===== src/rtl/keystat_animator.sv =====
// keystat_animator
//   Avalon-MM master that animates the 51 keystat bytes of the canvas register
//   file. Every STEP_FRAMES video frames it sweeps all keystats with a
//   read-modify-write: entering notes grow and glows fade. Between sweep
//   accesses it also writes judgement/touch events from game logic straight
//   into the target keystat.
//
// Ports
//   clk_i          system clock, shared with the canvas slave
//   rst_ni         asynchronous active-low reset
//   vs_i           VGA vertical sync (active low, asynchronous to clk_i)
//   enable_i       1 = frame divider runs; 0 = divider holds (events still served)
//   evt_valid_i    event request
//   evt_ready_o    event accepted on a cycle with evt_valid_i && evt_ready_o
//   evt_key_i      target key index 0..NKEYS-1
//   evt_type_i     0 touch, 1 spawn, 2 lost, 3 far, 4 pure, 5-7 reserved
//   evt_drop_o     one-cycle pulse after an accepted event with bad key/type
//   avm_cs_o       Avalon chip select
//   avm_rden_o     Avalon read strobe
//   avm_wren_o     Avalon write strobe
//   avm_addr_o     Avalon address (holds when idle)
//   avm_wdata_o    Avalon write data (holds when idle)
//   avm_rdata_i    Avalon read data, valid the cycle after avm_rden_o
//   busy_o         sweep in progress
//   sweep_done_o   one-cycle pulse when a sweep finishes
module keystat_animator #(
    parameter int unsigned STEP_FRAMES = 4,
    parameter int unsigned NKEYS       = 51,
    parameter logic [5:0]  KEY_BASE    = 6'h05
) (
    input  logic       clk_i,
    input  logic       rst_ni,
    input  logic       vs_i,
    input  logic       enable_i,
    input  logic       evt_valid_i,
    output logic       evt_ready_o,
    input  logic [5:0] evt_key_i,
    input  logic [2:0] evt_type_i,
    output logic       evt_drop_o,
    output logic       avm_cs_o,
    output logic       avm_rden_o,
    output logic       avm_wren_o,
    output logic [5:0] avm_addr_o,
    output logic [7:0] avm_wdata_o,
    input  logic [7:0] avm_rdata_i,
    output logic       busy_o,
    output logic       sweep_done_o
);

    localparam logic [2:0] StIdle  = 3'd0;
    localparam logic [2:0] StEvtWr = 3'd1;
    localparam logic [2:0] StRd    = 3'd2;
    localparam logic [2:0] StCap   = 3'd3;
    localparam logic [2:0] StWr    = 3'd4;
    localparam logic [2:0] StNext  = 3'd5;

    localparam logic [7:0] LastFrame = 8'(STEP_FRAMES - 1);
    localparam logic [5:0] LastKey   = 6'(NKEYS - 1);

    logic [2:0] state_q, state_d;
    logic [5:0] key_q, key_d;
    logic       busy_q, busy_d;
    logic       ret_rd_q, ret_rd_d;   // resume the sweep (RD) after an event write
    logic       ready_q, ready_d;
    logic       drop_q, drop_d;
    logic       done_q, done_d;
    logic       cs_q, cs_d;
    logic       rden_q, rden_d;
    logic       wren_q, wren_d;
    logic [5:0] addr_q, addr_d;
    logic [7:0] wdata_q, wdata_d;

    logic       vs_q1, vs_q2, vs_q3;
    logic [7:0] frame_q, frame_d;
    logic       pend_q, pend_d;
    logic       pend_clr;
    logic       frame_tick;

    logic       evt_ok;
    logic       evt_accept;
    logic [7:0] evt_data;
    logic [7:0] cap_v;
    logic [7:0] cap_new;
    logic       cap_wr;
    logic [2:0] next_ctx;

    // vs_q3 only serves edge detection on the synchronized signal.
    assign frame_tick = vs_q3 & ~vs_q2;

    always_comb begin
        frame_d = frame_q;
        pend_d  = pend_q & ~pend_clr;
        if (enable_i && frame_tick) begin
            if (frame_q >= LastFrame) begin
                frame_d = 8'd0;
                pend_d  = 1'b1;
            end else begin
                frame_d = frame_q + 8'd1;
            end
        end
    end

    assign evt_ok     = (evt_key_i <= LastKey) && (evt_type_i <= 3'd4);
    assign evt_accept = evt_valid_i && ready_q;

    always_comb begin
        case (evt_type_i)
            3'd0:    evt_data = 8'hE0;
            3'd1:    evt_data = 8'hE1;
            3'd2:    evt_data = {3'd7, 2'd1, 3'd7};
            3'd3:    evt_data = {3'd7, 2'd2, 3'd7};
            3'd4:    evt_data = {3'd7, 2'd3, 3'd7};
            default: evt_data = 8'h00;
        endcase
    end

    // Keystat animation rule: {BRGHT[7:5], COLOR[4:3], NSIZE[2:0]}.
    assign cap_v = avm_rdata_i;
    always_comb begin
        cap_new = 8'h00;
        cap_wr  = 1'b0;
        if (cap_v == 8'h00) begin
            cap_wr = 1'b0;
        end else if (cap_v[4:3] == 2'd0 && cap_v[2:0] != 3'd0 && cap_v[2:0] != 3'd7) begin
            cap_new = {cap_v[7:3], cap_v[2:0] + 3'd1};
            cap_wr  = 1'b1;
        end else if (cap_v[4:3] == 2'd0 && cap_v[2:0] == 3'd7) begin
            cap_wr = 1'b0;   // full-size note waits for its judgement
        end else if (cap_v[7:5] > 3'd1) begin
            cap_new = {cap_v[7:5] - 3'd1, cap_v[4:0]};
            cap_wr  = 1'b1;
        end else begin
            cap_new = 8'h00;
            cap_wr  = 1'b1;
        end
    end

    always_comb begin
        state_d  = state_q;
        key_d    = key_q;
        busy_d   = busy_q;
        ret_rd_d = ret_rd_q;
        drop_d   = 1'b0;
        done_d   = 1'b0;
        addr_d   = addr_q;
        wdata_d  = wdata_q;
        pend_clr = 1'b0;
        next_ctx = StIdle;

        case (state_q)
            StIdle: begin
                if (evt_valid_i) begin
                    if (ready_q) begin
                        ret_rd_d = 1'b0;
                        if (evt_ok) begin
                            state_d = StEvtWr;
                            addr_d  = KEY_BASE + evt_key_i;
                            wdata_d = evt_data;
                        end else begin
                            drop_d = 1'b1;
                        end
                    end
                end else if (pend_q) begin
                    pend_clr = 1'b1;
                    key_d    = 6'd0;
                    busy_d   = 1'b1;
                    state_d  = StRd;
                end
            end
            StRd:  state_d = StCap;
            StCap: begin
                if (cap_wr) begin
                    state_d = StWr;
                    wdata_d = cap_new;
                end else begin
                    state_d = StNext;
                end
            end
            StWr:  state_d = StNext;
            StNext: begin
                if (key_q == LastKey) begin
                    done_d   = 1'b1;
                    busy_d   = 1'b0;
                    ret_rd_d = 1'b0;
                    next_ctx = StIdle;
                end else begin
                    key_d    = key_q + 6'd1;
                    ret_rd_d = 1'b1;
                    next_ctx = StRd;
                end
                state_d = next_ctx;
                if (evt_accept) begin
                    if (evt_ok) begin
                        state_d = StEvtWr;
                        addr_d  = KEY_BASE + evt_key_i;
                        wdata_d = evt_data;
                    end else begin
                        drop_d = 1'b1;
                    end
                end
            end
            StEvtWr: state_d = ret_rd_q ? StRd : StIdle;
            default: state_d = StIdle;
        endcase

        // Bus strobes are registered from the next state so they line up
        // with the state that owns them.
        if (state_d == StRd || state_d == StWr) begin
            addr_d = KEY_BASE + key_d;
        end
        cs_d    = (state_d == StRd) || (state_d == StWr) || (state_d == StEvtWr);
        rden_d  = (state_d == StRd);
        wren_d  = (state_d == StWr) || (state_d == StEvtWr);
        ready_d = (state_d == StIdle) || (state_d == StNext);
    end

    always_ff @(posedge clk_i or negedge rst_ni) begin
        if (!rst_ni) begin
            vs_q1    <= 1'b1;
            vs_q2    <= 1'b1;
            vs_q3    <= 1'b1;
            frame_q  <= 8'd0;
            pend_q   <= 1'b0;
            state_q  <= StIdle;
            key_q    <= 6'd0;
            busy_q   <= 1'b0;
            ret_rd_q <= 1'b0;
            ready_q  <= 1'b0;
            drop_q   <= 1'b0;
            done_q   <= 1'b0;
            cs_q     <= 1'b0;
            rden_q   <= 1'b0;
            wren_q   <= 1'b0;
            addr_q   <= 6'd0;
            wdata_q  <= 8'd0;
        end else begin
            vs_q1    <= vs_i;
            vs_q2    <= vs_q1;
            vs_q3    <= vs_q2;
            frame_q  <= frame_d;
            pend_q   <= pend_d;
            state_q  <= state_d;
            key_q    <= key_d;
            busy_q   <= busy_d;
            ret_rd_q <= ret_rd_d;
            ready_q  <= ready_d;
            drop_q   <= drop_d;
            done_q   <= done_d;
            cs_q     <= cs_d;
            rden_q   <= rden_d;
            wren_q   <= wren_d;
            addr_q   <= addr_d;
            wdata_q  <= wdata_d;
        end
    end

    assign evt_ready_o  = ready_q;
    assign evt_drop_o   = drop_q;
    assign avm_cs_o     = cs_q;
    assign avm_rden_o   = rden_q;
    assign avm_wren_o   = wren_q;
    assign avm_addr_o   = addr_q;
    assign avm_wdata_o  = wdata_q;
    assign busy_o       = busy_q;
    assign sweep_done_o = done_q;

endmodule


===== config.mk =====
export PLATFORM = sky130hd
export DESIGN_NAME = keystat_animator
export DESIGN_NICKNAME = d
export VERILOG_FILES = /design/src/rtl/keystat_animator.sv
export SDC_FILE = /design/constraint.sdc
export NUM_CORES = 1
export LEC_CHECK = 0
export CAP_MARGIN = 20
export CELL_PAD_IN_SITES_DETAIL_PLACEMENT = 0
export CELL_PAD_IN_SITES_GLOBAL_PLACEMENT = 1
export CORE_ASPECT_RATIO = 0.9
export CORE_MARGIN = 2
export CORE_UTILIZATION = 40
export DETAILED_ROUTE_END_ITERATION = 10
export PLACE_DENSITY = 0.87
export SLEW_MARGIN = 20
export SYNTH_ARGS = -nofsm -noshare
export SYNTH_HDL_FRONTEND = slang
export SYNTH_SLANG_ARGS = --single-unit
export TNS_END_PERCENT = 50

===== constraint.sdc =====
create_clock -name clk_i -period 5.2 [get_ports clk_i]
set_clock_uncertainty 0.05 [all_clocks]
set_input_delay 1.56 -clock clk_i [delete_from_list [all_inputs] [get_ports clk_i]]
set_output_delay 1.56 -clock clk_i [all_outputs]
set_load 0.005 [all_outputs]

==> summary.txt, run 1 <==
Setup path
  • Setup slack, reg-to-reg: 1650 ps
  • CP Capture Type: flop
  • Critical path fanouts, max: 6
  • Most frequent CP cell: ha_1
  • CP Class: in2reg
  • Critical-path top delay cell: clkdlybuf4s50_1
  • Startpoint Class: input pin
  • Crit path DAT: 4840 ps
  • WP data required: 5340 ps
  • Slowest Stage Delay on Critical Path: 520 ps
  • CP cell instances: clkdlybuf4s50_1 -> inv_1 -> ha_1 -> nand2b_1 -> or4_1 -> a21oi_2 -> a2111oi_4 -> mux2_2 -> ha_1 -> or2_2 -> a21oi_1 -> nor2_1 -> xor2_1 -> a211o_1
  • R2R depth: 10

Worst hold path
  • Worst Hold Class: reg2reg
  • Worst hold path depth: 0

Yosys
  • Distinct cell type count after synthesis: 66
  • Asr flop ratio synth: 100%
  • Net count after synthesis: 286
  • Post-Syn Area per Cell: 9.80 um^2
  • Post-synthesis sequential area ratio: 43.2%
  • Yosys reg bits: 43
  • Synth top area share: 40.1%
  • Cell Area, Synth: 2500 um^2
  • Yosys warns: 0
  • EDFF count, synth: 0
  • Cells after Synth: 255
  • Main synth FF type: dfrtp_1
  • Synth area leaders: dfrtp_1, nor2_1, ha_1, a21oi_1, dfstp_2
  • Largest area contributor in the netlist: dfrtp_1

Status
  • Outcome: finished clean

Run
  • Max_cap viols: 0

Timing
  • Slew HR: 37.8%
  • Final min period: 4710 ps
  • Highest clock rate: 213 MHz
  • RSZ-0062 raised after global routing: no
  • Slew Limit Fails: 0
  • Endpoints failing hold: 0
  • Final setup fails: 0
  • Sum Neg Setup Slack: 0 ps
  • Hold_ws: 307 ps
  • Slew @ Worst Pin: 933 ps
  • Period utilisation layout: 90.5%

Clock tree
  • Clk_lat worst skew: 300 ps
  • TritonCTS buffer count: 5
  • CTS tree: yes
  • CTS resizes: 0
  • Max Root-Sink Buffers: 2
  • H-tree Lvls: 2
  • Hold Buf Count CTS: 0
  • Clock Tree Root: clkbuf_8
  • Clock slew at reported path FFs: 90 ps
  • Sink Count: 43
  • Post-CTS setup buffers: 0

Die
  • Ports: 43
  • Core ar.: 6080 um^2
  • Die Ht: 79.0 um
  • Initial core utilization: 41.1%
  • Row count: 27
  • Die Area: 6900 um^2
  • Chip width: 87.3 um

GRT
  • Total GRT Usage: 16.2%
  • Vias in the first global route: 1,878
  • Antenna violations before repair: 0
  • First-pass GRT wire length: 8760 um
  • Pin count of the biggest net entering global routing: 44
  • Gr ovfl total: 0

Final layout
  • Non-filler cells, final: 370
  • NumNets Final: 328
  • Layout cells sized above 1: 11.1%
  • Layout Area Growth over Synthesis: 23.1%
  • Inserted Diodes: 0

Pwr
  • Pwr/cell area: 488 nW/um^2
  • Peak supply drop: 279 uV
  • P_leak: 1.33 nW

Detailed routing
  • DR DRC count: 0
  • Post-route ant nets: 0
  • DR WL/cell: 14.0 um
  • Vias/cell: 5.38
  • Final WL: 5170 um
  • 1st-pass router iterations: 4
  • DRT iter0 DRCs: 133
  • Vias: 1,990

Placed design
  • GP Congestion: 0.793
  • # placed instances: 362
  • Port bufs: 42
  • HPWL Detailed: 3910 um
==> critical path: cells and delay by family <==
family / cells / cell delay (ps)
simple gates: 4 / 680
xor+xnor: 1 / 140
compound gates: 4 / 1060
mux: 1 / 390
fa+ha+maj: 2 / 430
buf+inv: 2 / 580
==> synth_stat cells, drive strengths merged, types with 2 or more instances <==
cell / instances
or2: 5
mux2: 4
a31oi: 5
o22ai: 7
mux2i: 2
dfrtp: 40
nor4: 3
and2: 5
or3: 2
inv: 11
clkbuf: 3
o211ai: 2
a211o: 3
xor2: 4
a22oi: 2
a311oi: 2
nor2b: 5
and3b: 2
o21bai: 2
dfstp: 3
nor2: 32
nand3: 7
ha: 9
nor3b: 4
o31ai: 2
a21boi: 2
o32a: 3
o21ai: 6
and3: 2
nand2b: 2
xnor2: 4
nor3: 7
a21oi: 21
buf: 6
nand2: 18
o21a: 4
==> cell families after synthesis <==
kind of cell	after synthesis	share of synthesized area (%)
adders and majority gates	9	4.51
AOI/OAI and AO/OA	70	20.9
DFF	43	43.2
muxes	6	2.75
buffers and inverters	20	4.11
xor gates and xnor gates	8	2.80
and+or+nand+nor	99	21.7
==> path summary, 6_finish.rpt <==
path / from / end
max in group asynchronous: rst_ni / evt_ready_o
worst max register to register: state_q[1] / avm_addr_o[4]
worst min register to register: vs_q1 / vs_q2
min in group asynchronous: rst_ni / avm_rden_o
worst min-delay path: vs_q1 / vs_q2
worst max-delay path: avm_rdata_i[0] / avm_addr_o[4]
==> sequential cells by signal (all words and copies together) (netlist names), 3 cells and up <==
register	count
avm_wdata_o	8
frame_q	8
avm_addr_o	6
key_q	6
state_q	3
==> report_power, final <==
group          internal, mW  leakage (nW)  switching [mW]
combinational         0.363         0.746           0.324
clock                 0.143        0.0581           0.120
sequential            0.448         0.528           0.104
total                 0.954          1.33           0.549
==> stage by stage <==
stage | setup WS [ps] | instance area [um^2] | util, % | power [mW]
floorplan | 824 | 2500 | - | 1.01
global placement | 299 | 2960 | 48.7 | 1.24
detailed placement | 200 | 2960 | 48.7 | 1.25
CTS | 526 | 3080 | 50.6 | 1.52
global route | 344 | 3080 | 50.6 | 1.62
finish | 495 | 3080 | 50.6 | 1.50
==> placed cells by master (no fill, tap or decap), types with 3 or more instances in the layout <==
| master | n |
|---|---|
| o21a_1 | 4 |
| nand3_1 | 7 |
| nor3_1 | 7 |
| clkdlybuf4s50_1 | 41 |
| dfstp_2 | 3 |
| a211o_1 | 3 |
| a31oi_1 | 4 |
| nor2b_1 | 5 |
| clkbuf_8 | 5 |
| dfrtp_1 | 40 |
| o22ai_1 | 7 |
| nand2_1 | 18 |
| a21oi_1 | 19 |
| and2_1 | 3 |
| nor3b_1 | 3 |
| inv_1 | 11 |
| nor2_1 | 31 |
| o21ai_0 | 6 |
| o32a_1 | 3 |
| xnor2_1 | 4 |
| ha_1 | 9 |
| xor2_1 | 4 |
==> layer usage <==
metal | vias to the layer above | GRT usage, % | part of all wire, %
met5 | - | 0 | 0
met2 | 32 | 22.6 | 43
met3 | 7 | 3.64 | 3.9
li1 | 1008 | - | -
met1 | 943 | 24.2 | 52
met4 | 0 | 6.31 | 1.4
==> layout make-up <==
cell class,count,area (um^2)
Clock inverter,3,43.8
Sequential cell,43,1080
Multi-Input combinational cell,192,1320
Inverter,11,41.3
Fill cell,565,3000
Tap cell,72,90.1
Timing Repair Buffer,44,430
Clock buffer,5,68.8
Note: power is estimated with default switching activity, not from simulation.
==> run 2: changes to the inputs <==
CELL_PAD_IN_SITES_DETAIL_PLACEMENT = default   (was 0)
CELL_PAD_IN_SITES_GLOBAL_PLACEMENT = default   (was 1)
CORE_ASPECT_RATIO = default   (was 0.9)
CORE_MARGIN = 5   (was 2)
PLACE_DENSITY = 0.71   (was 0.87)
==> run 2 against run 1 <==
Compared with the run above:
- core utilization is 0.53 points higher
- design area fell by 0.45%
- largest power group unchanged
- cell count increased by 0.81%
- hold slack improved by 3.8 ps
- worst setup slack better by 91 ps
- combinational power rose by 0.7%
- die area grew 15%
==> summary.txt, run 2 (same netlist as run 1, synthesis figures left out) <==
Detailed routing
  • Vias/cell: 5.48 (+1.9%)
  • Vias: 2,044 (+2.7%)
  • DR DRC count: 0 (unchanged)
  • DR WL/cell: 14.6 um (+4.3%)
  • 1st-pass router iterations: 4 (unchanged)
  • DRT iter0 DRCs: 103 (-23%)
  • Post-route ant nets: 0 (unchanged)
  • Final WL: 5440 um (+5.1%)

Run
  • Max_cap viols: 0 (unchanged)

Pwr
  • Peak supply drop: 228 uV (-18%)
  • Gate power share: 47.2% (+1.5 points)
  • P_leak: 1.32 nW (-1.2%)
  • Int Power: 0.909 mW (-4.7%)
  • Psw: 0.557 mW (+1.5%)
  • Clock power frac: 15.1% (-2.4 points)
  • Switching share of power: 38.0% (+1.5 points)
  • Pwr/cell area: 479 nW/um^2 (-2.0%)
  • Reg power frac: 37.7% (+0.9 points)
  • Tot Pwr: 1.47 mW (-2.5%)

Setup path
  • Top Family by Delay on Critical Path: simple AND/OR/NAND/NOR gates
  • RR Startpoint: key_q[0]
  • CP cell instances: clkdlybuf4s50_1 -> inv_1 -> ha_1 -> nand2b_1 -> or4_1 -> a21oi_2 -> a2111oi_4 -> mux2_2 -> ha_1 -> or2_2 -> a21oi_1 -> nor2_1 -> xor2_1 -> a211o_1
  • CP Class: in2reg
  • Startpoint Class: input pin
  • Most frequent CP cell: ha_1
  • Critical-path top delay cell: or4_1
  • Slowest Stage Delay on Critical Path: 470 ps (-50 ps)
  • Crit path DAT: 4760 ps (-80 ps)
  • CP Capture Type: flop
  • CP Launch Point: avm_rdata_i[0]
  • WP data required: 5340 ps (about the same)
  • CP bufs+invs: 2 (unchanged)
  • Critical path fanouts, max: 5 (-1)

Final layout
  • Inserted Diodes: 0 (unchanged)
  • Commonest cells after routing, fill and taps aside: clkdlybuf4s50_1, dfrtp_1, nor2_1
  • Layout cells sized above 1: 11.1% (unchanged)
  • Fillers: 543 (-3.9%)
  • Layout Area Growth over Synthesis: 22.6%
  • Non-filler cells, final: 373 (+0.81%)
  • Most common cell after layout, fill and taps aside: clkdlybuf4s50_1
  • NumNets Final: 328 (unchanged)

Die
  • Ports: 43 (unchanged)
  • Die Area: 7930 um^2 (+15%)
  • Row count: 28 (+3.7%)
  • Die Ht: 89.0 um (+13%)
  • Core ar.: 5990 um^2 (-1.5%)
  • Initial core utilization: 41.7% (+0.62 points)
  • Chip width: 89.0 um (+2.0%)

Timing
  • Highest clock rate: 217 MHz (+2.0%)
  • Period utilisation layout: 88.7% (-1.7 points)
  • Final min period: 4610 ps (-91.0 ps)
  • RSZ-0062 raised after global routing: no
  • Sum Neg Setup Slack: 0 ps (unchanged)
  • Endpoints failing hold: 0 (unchanged)
  • Slew Limit Fails: 0 (unchanged)
  • Slew @ Worst Pin: 645 ps (-288 ps)
  • Final setup fails: 0 (unchanged)
  • Slew HR: 56.6% (+19 points)
  • Final setup margin: 586 ps (+90.9 ps)

Clock tree
  • Clock slew at reported path FFs: 90 ps (about the same)
  • TritonCTS buffer count: 5 (unchanged)
  • CTS tree: yes
  • Clock Tree Root: clkbuf_8
  • H-tree Lvls: 2 (unchanged)
  • Sink Count: 43 (unchanged)
  • CTS resizes: 0 (unchanged)
  • Hold Buf Count CTS: 0 (unchanged)
  • Clk_lat worst skew: 300 ps (about the same)
  • Post-CTS setup buffers: 0 (unchanged)
  • Max Root-Sink Buffers: 2 (unchanged)

Placed design
  • Port bufs: 42 (unchanged)
  • # placed instances: 365 (+0.83%)
  • Pre-CTS WS: 270 ps (+70.4 ps)
  • GP Congestion: 0.871 (+9.9%)
  • HPWL Detailed: 4050 um (+3.4%)

GRT
  • Total GRT Usage: 14.9% (-1.3 points)
  • Vias in the first global route: 2,043 (+8.8%)
  • Pin count of the biggest net entering global routing: 44 (unchanged)
  • Antenna violations before repair: 0 (unchanged)
  • Gr ovfl total: 0 (unchanged)
  • First-pass GRT wire length: 9200 um (+5.0%)

Worst hold path
  • Worst Hold Class: reg2reg
  • Hold path start: vs_q1

Status
  • Outcome: finished clean
-- run 2: metrics by stage --
step           cell area (um^2)  utilization [%]  hold WS [ps]
6_report                   3060             51.1           311
5_1_grt                    3060             51.1           313
4_1_cts                    3060             51.1           311
3_5_place_dp               2970             49.5           298
3_3_place_gp               2970             49.5           295
2_1_floorplan              2500                -           295
-- run 2: worst paths after layout --
path / cells past startpoint / endpoint / slack, ps
worst max-delay path: 14 / avm_addr_o[4] / 590
worst min-delay path: 0 / vs_q2 / 310
worst max register to register: 13 / avm_addr_o[4] / 1760
worst min register to register: 0 / vs_q2 / 310
max in group asynchronous: 1 / avm_wren_o / 3540
min in group asynchronous: 1 / frame_q[1] / 1180
-- run 2: per-layer routing --
metal	part of all wire, %	vias to the layer above	GRT usage, %	wire length (um)
met4	1.3	0	4.87	72
met2	48	36	24.7	2600
met3	3.8	7	3.69	207
met5	0	-	0	0
met1	47	998	19.2	2550
li1	-	1003	-	-
-- run 2: worst register-to-register path, stage by stage, from the launching register on --
cell and delay [ps]:
dfrtp_1 460, inv_1 80, ha_1 200, and2_1 170, a31oi_4 250, o2bb2ai_2 130, a2111oi_4 370, mux2_2 390
ha_1 220, or2_2 290, a21oi_1 220, nor2_1 80, xor2_1 140, a211o_1 290
-- run 2: final cells by class --
class                           count  area (um^2)  area share (%)
Multi-Input combinational cell    192         1320            43.2
Sequential cell                    43         1080            35.3
Timing Repair Buffer               44          433            14.1
Tap cell                           75         93.8            3.06
Clock buffer                        5         68.8            2.25
Inverter                           11         41.3            1.35
Clock inverter                      3         23.8           0.776
-- run 2: power groups by stage --
stage	clock, mW	sequential, mW	combinational (mW)
final	0.221	0.553	0.692
after detailed placement	0	0.556	0.694
after floorplan	0	0.527	0.480
after global placement	0	0.555	0.686
after global routing	0.245	0.572	0.771
after CTS	0.229	0.552	0.700
